**src/rtl/clk_div_multi.sv**
```systemverilog
// Multi-channel programmable clock divider: each channel produces a registered
// divided clock, a tick at every rising edge, and acks/rejects divisor loads.
module clk_div_multi #(
   parameter int NUM_CH      = 2,
   parameter int CNT_W       = 8,
   parameter int DEFAULT_DIV = 5
) (
   input  logic                    hclkin,
   input  logic                    resetn,
   input  logic [NUM_CH-1:0]       ch_en,
   input  logic                    sync,
   input  logic [NUM_CH*CNT_W-1:0] div_val,
   input  logic [NUM_CH-1:0]       div_load,
   output logic [NUM_CH-1:0]       clkout,
   output logic [NUM_CH-1:0]       tick,
   output logic [NUM_CH-1:0]       div_ack,
   output logic [NUM_CH-1:0]       div_err
);

   localparam logic [CNT_W-1:0] DefDiv = CNT_W'(DEFAULT_DIV);
   localparam logic [CNT_W-1:0] MinDiv = CNT_W'(2);
   localparam logic [CNT_W-1:0] One    = CNT_W'(1);
   localparam logic [CNT_W:0]   OneW   = (CNT_W+1)'(1);

   for (genvar gi = 0; gi < NUM_CH; gi++) begin : gCh
      logic [CNT_W-1:0] phase_q, phase_d;
      logic [CNT_W-1:0] active_q, active_d;
      logic [CNT_W-1:0] pendVal_q, pendVal_d;
      logic             pend_q, pend_d;
      logic             run_q;
      logic             clkout_q, clkout_d;
      logic             tick_q, tick_d;
      logic             ack_q, err_q;

      logic [CNT_W-1:0] slice;
      logic [CNT_W:0]   hiCount;
      logic             loadOk, loadBad, wrap, restart, apply;

      // A pending divisor only takes effect where a new period begins (wrap,
      // sync or restart) or while stopped, so no period is ever cut short.
      always_comb begin
         slice    = div_val[gi*CNT_W +: CNT_W];
         loadOk   = div_load[gi] && (slice >= MinDiv);
         loadBad  = div_load[gi] && (slice < MinDiv);
         wrap     = (phase_q == active_q - One);
         restart  = ch_en[gi] && (sync || !run_q || wrap);
         apply    = pend_q && (!ch_en[gi] || restart);

         active_d  = apply ? pendVal_q : active_q;
         pendVal_d = loadOk ? slice : pendVal_q;
         pend_d    = loadOk ? 1'b1 : (apply ? 1'b0 : pend_q);

         phase_d = '0;
         if (ch_en[gi] && !restart) begin
            phase_d = phase_q + One;
         end

         hiCount  = ({1'b0, active_d} + OneW) >> 1;
         clkout_d = ch_en[gi] && ({1'b0, phase_d} < hiCount);
         tick_d   = ch_en[gi] && (phase_d == '0);
      end

      always_ff @(posedge hclkin or negedge resetn) begin
         if (!resetn) begin
            phase_q   <= '0;
            active_q  <= DefDiv;
            pendVal_q <= '0;
            pend_q    <= 1'b0;
            run_q     <= 1'b0;
            clkout_q  <= 1'b0;
            tick_q    <= 1'b0;
            ack_q     <= 1'b0;
            err_q     <= 1'b0;
         end else begin
            phase_q   <= phase_d;
            active_q  <= active_d;
            pendVal_q <= pendVal_d;
            pend_q    <= pend_d;
            run_q     <= ch_en[gi];
            clkout_q  <= clkout_d;
            tick_q    <= tick_d;
            ack_q     <= apply;
            err_q     <= loadBad;
         end
      end

      assign clkout[gi]  = clkout_q;
      assign tick[gi]    = tick_q;
      assign div_ack[gi] = ack_q;
      assign div_err[gi] = err_q;
   end

endmodule
```
**config.mk**
```make
export PLATFORM = sky130hd
export DESIGN_NAME = clk_div_multi
export DESIGN_NICKNAME = d
export VERILOG_FILES = /design/src/rtl/clk_div_multi.sv
export SDC_FILE = /design/constraint.sdc
export NUM_CORES = 1
export LEC_CHECK = 0
export CAP_MARGIN = 20
export CORE_MARGIN = 2
export CORE_UTILIZATION = 25
export DETAILED_ROUTE_END_ITERATION = 16
export GPL_TIMING_DRIVEN = 0
export PLACE_DENSITY_LB_ADDON = 0.2
export SETUP_SLACK_MARGIN = 0.3
export SYNTH_ARGS = -nofsm -noshare
export SYNTH_HDL_FRONTEND = slang
export SYNTH_SLANG_ARGS = --single-unit
```
**constraint.sdc**
```tcl
create_clock -name hclkin -period 7.1 [get_ports hclkin]
set_input_delay 1.42 -clock hclkin [delete_from_list [all_inputs] [get_ports hclkin]]
set_output_delay 1.42 -clock hclkin [all_outputs]
set_load 0.02 [all_outputs]
```
==> results.toml <==
[outcome]
outcome = "finished clean"

[yosys]
synth-edff-count = 0
yosysWarnings = 0
synth-xor-area-share_pct = 12.7
synth.distinct_cells = 60
synth_seq_cells = 60
async_flop_share_pct = 100
yosys.area_share.simple_pct = 24.2
avgSynthCellArea_um2 = 8.82
yosysSeqAreaShare_pct = 37.9
syn_nets = 494
yosys.area_share.adder_pct = 6.29
muxShareOfSynthArea_pct = 2.70
synth-main-ff-cell = "dfrtp_1"
syn-instance-count = 451
synth-compound-area-share_pct = 10.3
synth_top_family_by_area = "simple AND/OR/NAND/NOR gates"
syn_area_mm2 = 0.00398

[timing]
rsz0062_at_grt = "no"
clock-skew-final_ps = 7.93
hold_viol = 0
slew_headroom_pct = 47.1
finalCritPeriodShare_pct = 70.6
worst_pin_slew_ps = 794
slew_viol_final = 0
max_freq_mhz = 199
timing.final.ws_setup_ps = 2080
period_needed_ps = 5020
setup_viol = 0
setup-tns-final_ps = 0

[grt]
antenna_found_initial = 0
grt_max_degree = 61
grt.total_usage_pct = 12.5
grt_pass1_wl_mm = 16.2
grt_pass1_vias = 3226
overflow = 0

[placed_design]
gp_congestion = 0.793
dp_hpwl_mm = 7.14
port_buffers = 28
pre_cts_ws_ps = 1680

[routing]
wl_met1_mm = 4.44
vias = 3196
top_layer = "met4"
drtIter0Drc = 220
antenna_left = 0
firstDrtPassIters = 4
routed_wirelength_mm = 9.72
post_drt_wl_per_cell_um = 13.7
drc = 0
vias_per_cell = 4.50
wl_met3_um = 324
wl_met2_mm = 4.85

[hold_path]
holdPathEnd = "gCh[0].pendVal_q[7]"
holdCritPathClass = "register to register"
holdPathStages = 2
worstHoldStart = "gCh[0].pendVal_q[7]"

[clocking]
insertion_delay_ps = 340
clk_pin_slew_worst_paths_ps = 50
cts_hold_buf = 0
postCtsSetupRepairBufs = 0
clkSinkCount = 60
cts_inserted_buffers = 9
clockRootBuffer = "clkbuf_16"
clockBufferDepth = 2
cts_tree = "built"
cts-resized-gates = 0
htreeDepth = 3

[critical_path]
r2r.worst_path.cells = 21
slowest_delay_ps = 600
cp.arrival_ps = 5260
path_common_cell = "o21ai_0"
critPathRequiredTime_ps = 7340
cpMaxStageDelayCell = "clkdlybuf4s50_1"
cp_max_fo = 10
cp-end-kind = "register"
critPathKind = "input port to register"
rr_endpoint = "gCh[0].clkout_q"
worstReg2RegStart = "gCh[0].active_q[0]"
ff2ff_setup_slack_ps = 2310
path_cells = "clkdlybuf4s50_1 > nand3b_1 > a31o_2 > nand2_1 > clkinv_2 > buf_4 > o21ai_0 > ha_1 > nand3_1 > xnor2_1 > o21ai_0 > ha_1 > a21oi_1 > nor2b_1 > o21ai_0 > o2111a_1 > nand3b_1 > o21ai_0"
crit_buf_inv = 3
cp_top_family = "compound AO/OA/AOI/OAI gates"
startpoint_type = "input port"

[die]
die_height_um = 130
ioPinCount = 31
rows = 46
die_area_mm2 = 0.0169
core-area_mm2 = 0.0157
start_util_pct = 25.3
die_w_um = 130

[finish]
final_common_cell = "nand2_1"
final_util_pct = 30.6
syn_to_final_growth_pct = 20.7
fill_cells = 1643
layout_common_cells = "nand2_1 (78), dfrtp_1 (56), nor2_1 (32)"
multi_input_area_mm2 = 0.00223
drive_above_1_share_pct = 11.1
diodes = 0
final_nets = 533
register_area_mm2 = 0.00151

[power_and_ir_drop]
finalPower_mw = 1.18
p_per_area_mw_per_mm2 = 246
ir_worst_vdd_uv = 113
power_leakage_nw = 2.12

[job]
max_cap_violations = 0
==> tightest hold or removal path, cell delays in order (launching register included) <==
cell and delay [ps]:
dfrtp_1 390, nand2_1 60, nand2_1 60
==> synth_stat cells, drive strengths merged (8+ instances only) <==
master   n  area (um^2)
xor2    27          236
buf     18          124
mux2     8         97.6
o21ai   18         90.1
clkbuf  17         63.8
inv     12         45.0
nand2   79          304
dfrtp   56         1400
a21oi   11         55.1
ha      20          250
nor2    32          120
nor3     8         40.0
xnor2   30          270
nand3   29          145
and3    11         68.8
nor4     8         56.3
==> registers in the layout, summed over array words and instances, names as in the netlist <==
register       count
gCh.tick_q         2
gCh.pendVal_q     16
gCh.clkout_q       2
gCh.err_q          2
gCh.active_q      16
gCh.phase_q       16
gCh.run_q          2
gCh.pend_q         2
gCh.ack_q          2
==> per-layer routing <==
metal  global-route usage [%]  vias up
li1                         -     1619
met1                     14.8     1527
met2                     21.6       44
met3                     3.81        6
met4                     3.98        0
met5                        0        -
==> cell families after synthesis <==
family / count (synthesis)
compound gates: 59
xor+xnor: 57
mux: 9
buf+inv: 48
simple gates: 198
fa+ha+maj: 20
flops: 60
==> worst max path at each step <==
stage	start	endpoint	slack, ps	cells after the start
floorplan	sync	gCh[0].clkout_q	2990	18
finish	ch_en[0]	gCh[0].clkout_q	2080	18
global route	ch_en[0]	gCh[0].clkout_q	1720	19
global placement	ch_en[0]	gCh[0].clkout_q	1750	18
detailed placement	ch_en[0]	gCh[0].clkout_q	1680	18
CTS	ch_en[1]	gCh[1].clkout_q	2030	19
==> area by class of cell <==
| class | count | area share, % |
|---|---|---|
| timing repair buffer | 28 | 5.79 |
| inverter | 13 | 1.04 |
| buffer | 35 | 3.91 |
| tap | 216 | 5.63 |
| clock inverter | 2 | 0.208 |
| multi-input combinational | 343 | 46.5 |
| clock buffer | 14 | 5.50 |
| sequential | 60 | 31.4 |
==> stage by stage <==
| stage | hold slack, ps | cells | area (um^2) |
|---|---|---|---|
| 3_5_place_dp | 535 | 695 | 4530 |
| 6_report | 542 | 711 | 4800 |
| 3_3_place_gp | 529 | 695 | 4530 |
| 2_1_floorplan | 483 | 451 | 3980 |
| 5_1_grt | 585 | 711 | 4800 |
| 4_1_cts | 548 | 711 | 4800 |
==> power by group <==
group          total [mW]  switching (mW)  internal (mW)
Clock               0.405           0.151          0.254
Sequential          0.432          0.0458          0.386
Combinational       0.342           0.186          0.155
No activity file was read; power rests on OpenSTA's default activity.
